<file path="config.mk">
export PLATFORM = sky130hd
export DESIGN_NAME = inst_decode_flat
export DESIGN_NICKNAME = d
export VERILOG_FILES = /design/src/rtl/inst_decode_if.sv /design/src/rtl/inst_decode.sv /design/src/flat_wrapper.sv
export SDC_FILE = /design/constraint.sdc
export NUM_CORES = 1
export LEC_CHECK = 0
export BUFFER_PORTS_ARGS = -buffer_cell sky130_fd_sc_hd__buf_2
export CELL_PAD_IN_SITES_DETAIL_PLACEMENT = 0
export CELL_PAD_IN_SITES_GLOBAL_PLACEMENT = 2
export CORE_UTILIZATION = 31
export CTS_BUF_LIST = sky130_fd_sc_hd__clkbuf_4 sky130_fd_sc_hd__clkbuf_8
export DETAILED_ROUTE_END_ITERATION = 7
export PLACE_DENSITY_LB_ADDON = 0.1
export SLEW_MARGIN = 20
export SYNTH_ARGS = -nofsm -noshare
export SYNTH_HDL_FRONTEND = slang
export SYNTH_SLANG_ARGS = --single-unit
export TNS_END_PERCENT = 100
</file>
<file path="constraint.sdc">
create_clock -name CLK -period 3.3 [get_ports CLK]
set_input_delay 0.165 -clock CLK [delete_from_list [all_inputs] [get_ports CLK]]
set_output_delay 0.165 -clock CLK [all_outputs]
set_load 0.005 [all_outputs]
</file>
<file path="src/rtl/inst_decode_if.sv">
// Decode-stage bus: fetch-side request/back-pressure/redirect signals plus the
// execute-side stage outputs and stall/flush controls.
//   slave  : the decode stage (inst_decode)
//   master : whoever drives fetch and execute controls (fetch/execute or a bench)
// Fetch side  : in_valid, in_addr, in_inst -> ; <- busy, redirect_valid, redirect_addr
// Execute side: flush, out_busy -> ; <- out_valid, out_pc, out_inst and decoded fields
interface inst_decode_if;
  logic        in_valid;
  logic [31:0] in_addr;
  logic [31:0] in_inst;
  logic        busy;
  logic        redirect_valid;
  logic [31:0] redirect_addr;
  logic        flush;
  logic        out_busy;
  logic        out_valid;
  logic [31:0] out_pc;
  logic [31:0] out_inst;
  logic [6:0]  out_opcode;
  logic [4:0]  out_rd;
  logic [4:0]  out_rs1;
  logic [4:0]  out_rs2;
  logic [2:0]  out_funct3;
  logic [6:0]  out_funct7;
  logic [31:0] out_imm;
  logic        out_illegal;

  modport slave (
    input  in_valid, in_addr, in_inst, flush, out_busy,
    output busy, redirect_valid, redirect_addr,
    output out_valid, out_pc, out_inst, out_opcode, out_rd, out_rs1, out_rs2,
    output out_funct3, out_funct7, out_imm, out_illegal
  );

  modport master (
    output in_valid, in_addr, in_inst, flush, out_busy,
    input  busy, redirect_valid, redirect_addr,
    input  out_valid, out_pc, out_inst, out_opcode, out_rd, out_rs1, out_rs2,
    input  out_funct3, out_funct7, out_imm, out_illegal
  );
endinterface

</file>
<file path="src/rtl/inst_decode.sv">
// RV32I decode stage.
// Registers each fetched word with its PC, splits it into register indices,
// funct fields and a sign-extended immediate, resolves JAL locally (redirecting
// fetch), and inserts a one-cycle bubble on a load-use hazard.
// Ports:
//   CLK  - clock, rising edge
//   RST  - asynchronous active-high reset
//   bus  - inst_decode_if.slave: fetch inputs/back-pressure/redirect and the
//          execute-facing stage register with its decoded fields
module inst_decode #(
  parameter logic [31:0] RESET_PC = 32'd0,
  parameter logic [31:0] NOP_INST = 32'h00000013
) (
  input  logic         CLK,
  input  logic         RST,
  inst_decode_if.slave bus
);

  localparam logic [6:0] OP_LOAD     = 7'h03;
  localparam logic [6:0] OP_MISC_MEM = 7'h0F;
  localparam logic [6:0] OP_IMM      = 7'h13;
  localparam logic [6:0] OP_AUIPC    = 7'h17;
  localparam logic [6:0] OP_STORE    = 7'h23;
  localparam logic [6:0] OP_REG      = 7'h33;
  localparam logic [6:0] OP_LUI      = 7'h37;
  localparam logic [6:0] OP_BRANCH   = 7'h63;
  localparam logic [6:0] OP_JALR     = 7'h67;
  localparam logic [6:0] OP_JAL      = 7'h6F;
  localparam logic [6:0] OP_SYSTEM   = 7'h73;

  // Sign-extended immediate for any instruction word; formats without an
  // immediate (R-type, unknown opcodes) give zero.
  function automatic logic [31:0] imm_of(input logic [31:0] inst);
    logic [31:0] imm;
    imm = '0;
    case (inst[6:0])
      OP_LOAD, OP_IMM, OP_JALR: imm = {{20{inst[31]}}, inst[31:20]};
      OP_STORE:                 imm = {{20{inst[31]}}, inst[31:25], inst[11:7]};
      OP_BRANCH:                imm = {{19{inst[31]}}, inst[31], inst[7], inst[30:25],
                                       inst[11:8], 1'b0};
      OP_LUI, OP_AUIPC:         imm = {inst[31:12], 12'b0};
      OP_JAL:                   imm = {{11{inst[31]}}, inst[31], inst[19:12], inst[20],
                                       inst[30:21], 1'b0};
      default:                  imm = '0;
    endcase
    return imm;
  endfunction

  function automatic logic reads_rs1(input logic [6:0] op);
    return !(op == OP_LUI || op == OP_AUIPC || op == OP_JAL);
  endfunction

  function automatic logic reads_rs2(input logic [6:0] op);
    return op == OP_REG || op == OP_STORE || op == OP_BRANCH;
  endfunction

  function automatic logic is_base_op(input logic [6:0] op);
    return op == OP_LOAD  || op == OP_MISC_MEM || op == OP_IMM    || op == OP_AUIPC ||
           op == OP_STORE || op == OP_REG      || op == OP_LUI    || op == OP_BRANCH ||
           op == OP_JALR  || op == OP_JAL      || op == OP_SYSTEM;
  endfunction

  // Stage register and redirect state.
  logic        valid_q;
  logic [31:0] pc_q;
  logic [31:0] inst_q;
  logic        redir_q;
  logic [31:0] redir_addr_q;

  logic       adv;
  logic       hazard;
  logic       busy;
  logic [6:0] stage_op;
  logic [4:0] stage_rd;
  logic [6:0] in_op;

  assign stage_op = inst_q[6:0];
  assign stage_rd = inst_q[11:7];
  assign in_op    = bus.in_inst[6:0];

  // The stage can move whenever execute takes its contents or it is empty.
  assign adv = !bus.out_busy || !valid_q;

  // A load still in this stage has no data yet; an incoming reader of its rd
  // must wait one cycle so the load reaches execute first.
  assign hazard = valid_q && (stage_op == OP_LOAD) && (stage_rd != 5'd0) && adv &&
                  bus.in_valid &&
                  ((reads_rs1(in_op) && (bus.in_inst[19:15] == stage_rd)) ||
                   (reads_rs2(in_op) && (bus.in_inst[24:20] == stage_rd)));

  assign busy = !adv || hazard;

  // NOTE: state uses non-blocking assignments so every register samples the
  // pre-edge values of its neighbours, independent of statement order.
  always_ff @(posedge CLK or posedge RST) begin
    if (RST) begin
      valid_q      <= 1'b0;
      pc_q         <= RESET_PC;
      inst_q       <= NOP_INST;
      redir_q      <= 1'b0;
      redir_addr_q <= '0;
    end else if (bus.flush) begin
      // Execute is redirecting: everything here is on the wrong path.
      valid_q <= 1'b0;
      redir_q <= 1'b0;
    end else begin
      // Fetch has taken the new PC once it hands us a word we do not stall on;
      // that word is still the wrong-path fall-through and is dropped below.
      if (redir_q && bus.in_valid && !busy) begin
        redir_q <= 1'b0;
      end
      if (adv) begin
        if (!hazard && bus.in_valid && !redir_q) begin
          valid_q <= 1'b1;
          pc_q    <= bus.in_addr;
          inst_q  <= bus.in_inst;
          if (in_op == OP_JAL) begin
            redir_q      <= 1'b1;
            redir_addr_q <= bus.in_addr + imm_of(bus.in_inst);
          end
        end else begin
          valid_q <= 1'b0;
        end
      end
    end
  end

  assign bus.busy           = busy;
  assign bus.redirect_valid = redir_q;
  assign bus.redirect_addr  = redir_addr_q;

  assign bus.out_valid   = valid_q;
  assign bus.out_pc      = pc_q;
  assign bus.out_inst    = inst_q;
  assign bus.out_opcode  = stage_op;
  assign bus.out_rd      = (stage_op == OP_STORE || stage_op == OP_BRANCH) ? 5'd0 : inst_q[11:7];
  assign bus.out_rs1     = reads_rs1(stage_op) ? inst_q[19:15] : 5'd0;
  assign bus.out_rs2     = reads_rs2(stage_op) ? inst_q[24:20] : 5'd0;
  assign bus.out_funct3  = inst_q[14:12];
  assign bus.out_funct7  = inst_q[31:25];
  assign bus.out_imm     = imm_of(inst_q);
  assign bus.out_illegal = !is_base_op(stage_op);

endmodule

</file>
<file path="src/flat_wrapper.sv">
// flat-port wrapper written by rule: the top's interface ports become plain ports
module inst_decode_flat 
#(
  parameter logic [31:0] RESET_PC = 32'd0,
  parameter logic [31:0] NOP_INST = 32'h00000013
)
  (CLK, RST, bus_in_valid, bus_in_addr, bus_in_inst, bus_flush, bus_out_busy, bus_busy, bus_redirect_valid, bus_redirect_addr, bus_out_valid, bus_out_pc, bus_out_inst, bus_out_opcode, bus_out_rd, bus_out_rs1, bus_out_rs2, bus_out_funct3, bus_out_funct7, bus_out_imm, bus_out_illegal);
  inst_decode_if bus_i ();
  input  logic CLK;
  input  logic RST;
  input wire logic [$bits(bus_i.in_valid)-1:0] bus_in_valid;
  input wire logic [$bits(bus_i.in_addr)-1:0] bus_in_addr;
  input wire logic [$bits(bus_i.in_inst)-1:0] bus_in_inst;
  input wire logic [$bits(bus_i.flush)-1:0] bus_flush;
  input wire logic [$bits(bus_i.out_busy)-1:0] bus_out_busy;
  output wire logic [$bits(bus_i.busy)-1:0] bus_busy;
  output wire logic [$bits(bus_i.redirect_valid)-1:0] bus_redirect_valid;
  output wire logic [$bits(bus_i.redirect_addr)-1:0] bus_redirect_addr;
  output wire logic [$bits(bus_i.out_valid)-1:0] bus_out_valid;
  output wire logic [$bits(bus_i.out_pc)-1:0] bus_out_pc;
  output wire logic [$bits(bus_i.out_inst)-1:0] bus_out_inst;
  output wire logic [$bits(bus_i.out_opcode)-1:0] bus_out_opcode;
  output wire logic [$bits(bus_i.out_rd)-1:0] bus_out_rd;
  output wire logic [$bits(bus_i.out_rs1)-1:0] bus_out_rs1;
  output wire logic [$bits(bus_i.out_rs2)-1:0] bus_out_rs2;
  output wire logic [$bits(bus_i.out_funct3)-1:0] bus_out_funct3;
  output wire logic [$bits(bus_i.out_funct7)-1:0] bus_out_funct7;
  output wire logic [$bits(bus_i.out_imm)-1:0] bus_out_imm;
  output wire logic [$bits(bus_i.out_illegal)-1:0] bus_out_illegal;
  assign bus_i.in_valid = bus_in_valid;
  assign bus_i.in_addr = bus_in_addr;
  assign bus_i.in_inst = bus_in_inst;
  assign bus_i.flush = bus_flush;
  assign bus_i.out_busy = bus_out_busy;
  assign bus_busy = bus_i.busy;
  assign bus_redirect_valid = bus_i.redirect_valid;
  assign bus_redirect_addr = bus_i.redirect_addr;
  assign bus_out_valid = bus_i.out_valid;
  assign bus_out_pc = bus_i.out_pc;
  assign bus_out_inst = bus_i.out_inst;
  assign bus_out_opcode = bus_i.out_opcode;
  assign bus_out_rd = bus_i.out_rd;
  assign bus_out_rs1 = bus_i.out_rs1;
  assign bus_out_rs2 = bus_i.out_rs2;
  assign bus_out_funct3 = bus_i.out_funct3;
  assign bus_out_funct7 = bus_i.out_funct7;
  assign bus_out_imm = bus_i.out_imm;
  assign bus_out_illegal = bus_i.out_illegal;
  inst_decode #(.RESET_PC(RESET_PC), .NOP_INST(NOP_INST)) u_core (.CLK(CLK), .RST(RST), .bus(bus_i));
endmodule
</file>
# After elaboration in Yosys (flattened, before gate mapping)
# Index checks and enable logic that the tools add are counted.
# totals
ff_bits	98
# classes
bitwise	1
eq_ne	19
n_mux	16
add_sub_neg	1
n_reduce_logical	47
# ops
cell	n
32-bit one-hot mux with 5 select lines	1
32-bit 2-to-1 mux	4
7-bit by 6-bit equality test with 1-bit output (second input constant)	6
7-bit equality test (second input constant)	6
32-bit adder	1
1-bit logical OR	22
7-bit by 5-bit equality test with 1-bit output (second input constant)	3
5-bit 2-to-1 mux	3
1-bit logical AND	11
5-bit equality test	2
1-bit logical NOT	8
1-bit 2-to-1 mux	8
7-bit by 2-bit equality test with 1-bit output (second input constant)	1
7-bit by 4-bit equality test with 1-bit output (second input constant)	1
5-bit nonzero test	1
4-bit AND reduction	1
3-bit AND reduction	1
3-bit OR reduction	1
2-bit nonzero test	1
2-bit OR reduction	1
1-bit NOT	1

# Longest topological paths before layout
# depth
word_depth	15
depth_mapped	11
ltp_nobuf	11

# Least setup slack after synthesis
# No wires, ideal clock.
# synth_timing
path_type	register to register
start	register u_core.inst_q[1] (netlist: u_core.bus.out_inst[1])
end	register u_core.inst_q[10] (netlist: u_core.bus.out_inst[10])
synth_period_minus_slack_ns	2.345
t_required_ns	3.175
path_stages_with_launch	10
setup_ns	0.125
n_path_buf	2
setup_slack_ns	0.955
arrival_time_ns	2.220
cell_sequence	dfstp_2 -> nand2_1 -> nor3_1 -> nand2_1 -> a211o_1 -> o211ai_2 -> or3_1 -> buf_6 -> buf_12 -> mux2_4
# synth_via
elab_chain_len	10
# synth_rtl
element	line_no	source
start, declared	inst_decode.sv:66	logic [31:0] inst_q;
start signal, assigned	inst_decode.sv:116	inst_q <= bus.in_inst;
7-bit by 2-bit equality test with 1-bit output	inst_decode.sv:86	assign hazard = valid_q && (stage_op == OP_LOAD) && (stage_rd != 5'd0) && adv &&
1-bit logical AND (4 in a row)	inst_decode.sv:86	
1-bit logical AND	inst_decode.sv:87	bus.in_valid &&
1-bit logical NOT	inst_decode.sv:113	if (!hazard && bus.in_valid && !redir_q) begin
1-bit logical AND (2 in a row)	inst_decode.sv:113	
3-bit AND reduction (no source line)	n/a	
# No other way between the ends.
# A chain may end at the register's enable or synchronous reset.

# Final worst setup path
# layout_timing
start	register u_core.inst_q[7] (netlist: u_core.bus.out_inst[7])
end	register u_core.pc_q[8] (netlist: u_core.bus.out_pc[8])
# layout_via
elab_chain_len	9
word_cells_on_any_way	14
cone_classes	eq/ne (2); reduce/logical (12)
# layout_rtl
element	line_no	source
5-bit nonzero test	inst_decode.sv:86	
1-bit logical AND (3 in a row)	inst_decode.sv:86	
1-bit logical AND *	inst_decode.sv:87	
1-bit logical NOT *	inst_decode.sv:113	
1-bit logical AND * (2 in a row)	inst_decode.sv:113	
3-bit AND reduction (no source line) *	n/a	
end signal, assigned	inst_decode.sv:115	pc_q <= bus.in_addr;
end, declared	inst_decode.sv:65	logic [31:0] pc_q;
# Every way passes the cells marked *; elsewhere a longest branch is shown, timed or not.

==> flow_summary.toml <==
[detailed_routing]
post_route_antenna_net_violation_count = 0
route.vias.total = 5342
met3_length_um = 807
route.detailed.vias_per_inst = 4.87
routedWlPerCell_um = 18.6
drt-met1-wl_um = 9830
route.met2.wl_um = 9490
drt_first_iter_violations = 184
drt_pre_antenna_iters = 4
drc = 0
top_layer_used = "met4"
postRouteWirelength_um = 20400

[synth]
synth-adder-area-share_pct = 6.21
area_fraction_in_compound_gates_after_synthesis_pct = 16.1
multiplexer_fraction_of_the_synthesized_cell_area_pct = 15.6
synth_warnings = 0
yosys.area_share.xor_xnor_pct = 5.50
postSynth.topFlopCell = "sky130_fd_sc_hd__dfrtp_1"
part_of_the_yosys_area_used_for_sequential_elements_pct = 38.6
synth_enable_flop_cells = 0
post_synth.cell_area_avg_um2 = 10.5
yosys.area_share.simple_pct = 12.2
synth_async_sr_flop_share_pct = 100
ffs_latches_synth = 98
post_synth_instance_area_um2 = 6370
combinational_family_with_the_most_area_after_synthesis = "compound AO/OA/AOI/OAI gates"
yosys.cell_types.count = 56
postSynthCellCount = 607
postSynthNetCount = 707

[worst_setup_path]
critPathCaptureType = "register"
r2r.worst_path.cells = 8
timing.critical_path.arrival_ps = 3290
r2r_end = "u_core.bus.out_pc[8]"
timing.critical_path.to = "u_core.bus.out_pc[8]"
timing.critical_path.from = "u_core.bus.out_inst[7]"
reg2reg_setup_slack_ps = 300
startpoint_kind_of_the_worst_setup_timing_path = "register"
path_class = "register to register"
crit_path_required_time_ps = 3590
worst_r2r_startpoint = "u_core.bus.out_inst[7]"
path_max_fanout = 27

[clock_network]
worstSkewPairLatency_ps = 400
cts-root-buf = "sky130_fd_sc_hd__clkbuf_8"
cts-htree-levels = 3
cts_tree = "done"
cts.sinks = 98
cts.clk_slew.worst_paths_ps = 100
cts-buffers-inserted = 9
clockBufferDepth = 2

[place]
post-place-cells = 1074
numPortBuffers = 232
detailedPlacementHpwl_um = 15900
replace_congestion = 0.834

[final_layout]
areaGrowthSynthToFinish_pct = 24.0
layout-drive-gt1-share_pct = 40.4
antennaDiodeCount = 0
fillerInstances = 2077
instances_no_fill = 1097
nets = 922
multiInputGateArea_um2 = 3540
final-seq-area_um2 = 2460

[timing]
finalSetupTns_ps = 0
finalClockSkew_ps = 17.2
max-slew-margin-rel_pct = 52.9
setup-violations-final = 0
fmax_mhz = 333
finalCriticalPeriod_ps = 3000
final_hold_vio_count = 0
worst_margin_slew_ps = 706
rsz0062_at_grt = "no"
post-route-period-util_pct = 90.9
timing_max_transition_violations_final = 0

[worst_hold_path]
hold_class = "input port to register"
worstHoldStart = "bus_in_inst[7]"

[floorplan]
top_level_ports = 233
floorplan.die_area_um2 = 21100
fp.coreArea_um2 = 20200
die_height_um = 145
rows = 52
fp.dieW_um = 145
floorplan.initialDensity_pct = 31.6

[grt]
total_gr_overflow = 0
grt_start_max_net_pins = 56
grt_first_pass_wirelength_um = 31600
antenna_found_initial = 0
number_of_global_route_vias_before_repair = 5331
global_routing_usage_summed_across_all_routing_layers_pct = 19.4

[power_and_ir_drop]
power.density_cell_area_nw_per_um2 = 446
p_leak_nw = 4.23
vdd.ir_drop.worst_mv = 0.241

[flow_run]
drv.max_cap_violation_count = 0

[outcome]
status = "finished, final reports clean"
registers in the layout, summed over array words and instances (netlist names):
register and count:
u_core.bus.out_inst 32, u_core.bus.out_valid 1, u_core.bus.redirect_addr 32, u_core.bus.out_pc 32
u_core.bus.redirect_valid 1
Yosys cell counts (4+ instances only):
library cell	n	share of area (%)
sky130_fd_sc_hd__a22o_1	4	0.55
sky130_fd_sc_hd__nand3b_1	4	0.47
sky130_fd_sc_hd__and2_1	24	2.4
sky130_fd_sc_hd__a21oi_1	31	2.4
sky130_fd_sc_hd__ha_1	30	5.9
sky130_fd_sc_hd__dfrtp_1	95	37
sky130_fd_sc_hd__buf_12	6	1.9
sky130_fd_sc_hd__nor3_1	6	0.47
sky130_fd_sc_hd__xnor2_1	23	3.2
sky130_fd_sc_hd__mux2_4	60	14
sky130_fd_sc_hd__mux2_2	8	1.4
sky130_fd_sc_hd__xor2_1	17	2.3
sky130_fd_sc_hd__a21o_1	30	3.5
sky130_fd_sc_hd__inv_1	9	0.53
sky130_fd_sc_hd__and3_1	6	0.59
sky130_fd_sc_hd__clkbuf_1	17	1.0
sky130_fd_sc_hd__o21ai_0	50	3.9
sky130_fd_sc_hd__nand3_1	11	0.86
sky130_fd_sc_hd__o21a_1	9	1.1
sky130_fd_sc_hd__nor2_1	27	1.6
sky130_fd_sc_hd__nor2b_1	7	0.69
sky130_fd_sc_hd__buf_4	17	2.0
sky130_fd_sc_hd__nand2_1	60	3.5
worst min-delay path by stage:
stage	endpoint	slack [ps]	cells after the start
after floorplan	u_core.bus.out_valid	230	1
after detailed placement	u_core.bus.redirect_addr[10]	340	2
after global routing	u_core.bus.out_inst[7]	3	2
after CTS	u_core.bus.out_inst[7]	2	2
after global placement	u_core.bus.redirect_addr[10]	320	2
final	u_core.bus.out_inst[7]	20	2
layer usage:
layer  track usage [%]  vias up
met2              31.4      150
li1                  -     2575
met4              5.47        0
met5                 0        -
met3              2.45       11
met1              27.2     2606
worst max-delay path, stage by stage, from the launching register on:
cell and delay [ps]:
sky130_fd_sc_hd__dfrtp_1 570, sky130_fd_sc_hd__xnor2_1 160, sky130_fd_sc_hd__nand3_1 140, sky130_fd_sc_hd__a2111oi_0 560, sky130_fd_sc_hd__a31oi_1 210, sky130_fd_sc_hd__o211ai_2 260
sky130_fd_sc_hd__or3_4 370, sky130_fd_sc_hd__buf_12 270, sky130_fd_sc_hd__mux2_4 320
layout make-up:
class,count,share of cell area (%)
Tap cell,270,4.28
Timing Repair Buffer,247,16.7
Inverter,9,0.459
Clock inverter,5,0.776
Multi-Input combinational cell,457,44.9
Clock buffer,11,1.84
Sequential cell,98,31.1
layout by cell type, fill, tap and decap left out, types with 8 or more instances in the layout:
master,instances
sky130_fd_sc_hd__a21o_1,30
sky130_fd_sc_hd__a21oi_1,31
sky130_fd_sc_hd__and2_1,24
sky130_fd_sc_hd__buf_2,232
sky130_fd_sc_hd__clkbuf_8,10
sky130_fd_sc_hd__dfrtp_1,95
sky130_fd_sc_hd__ha_1,30
sky130_fd_sc_hd__inv_1,8
sky130_fd_sc_hd__mux2_2,8
sky130_fd_sc_hd__mux2_4,60
sky130_fd_sc_hd__nand2_1,60
sky130_fd_sc_hd__nand3_1,11
sky130_fd_sc_hd__nor2_1,27
sky130_fd_sc_hd__o21a_1,9
sky130_fd_sc_hd__o21ai_0,50
sky130_fd_sc_hd__xnor2_1,23
sky130_fd_sc_hd__xor2_1,17
where the power goes:
group / total (W) / leakage [nW] / internal, W / switching (W)
clock network: 0.000853 / 0.107 / 0.000385 / 0.000468
registers: 0.00155 / 1.22 / 0.00136 / 0.000184
logic: 0.00113 / 2.91 / 0.000597 / 0.000528
total: 0.00353 / 4.23 / 0.00234 / 0.00118
stage by stage:
stage               setup WS, ps  hold WS, ps  power [W]  instance area, µm²  utilization [%]
CTS                          193         2.21    0.00358                7900             39.2
detailed placement           198          337    0.00270                7620             37.8
finish                       300         17.0    0.00353                7900             39.2
global placement             212          318    0.00269                7620             37.8
floorplan                    578          231    0.00225                6370                -
global route                8.76         3.44    0.00375                7900             39.2
cells by family (layout without fill, tap and decap cells):
family | after synthesis | count (layout)
simple gates | 160 | 160
compound gates | 158 | 158
flops | 98 | 98
mux | 68 | 68
buf+inv | 52 | 272
xor+xnor | 40 | 40
fa+ha+maj | 31 | 31
timing repair:
item	4_1_cts	5_1_grt
setup buffers	0	0
hold buffers	7	0
hold endpoints to repair	59	0
gates resized for setup	0	0
No activity file was read; power rests on OpenSTA's default activity.
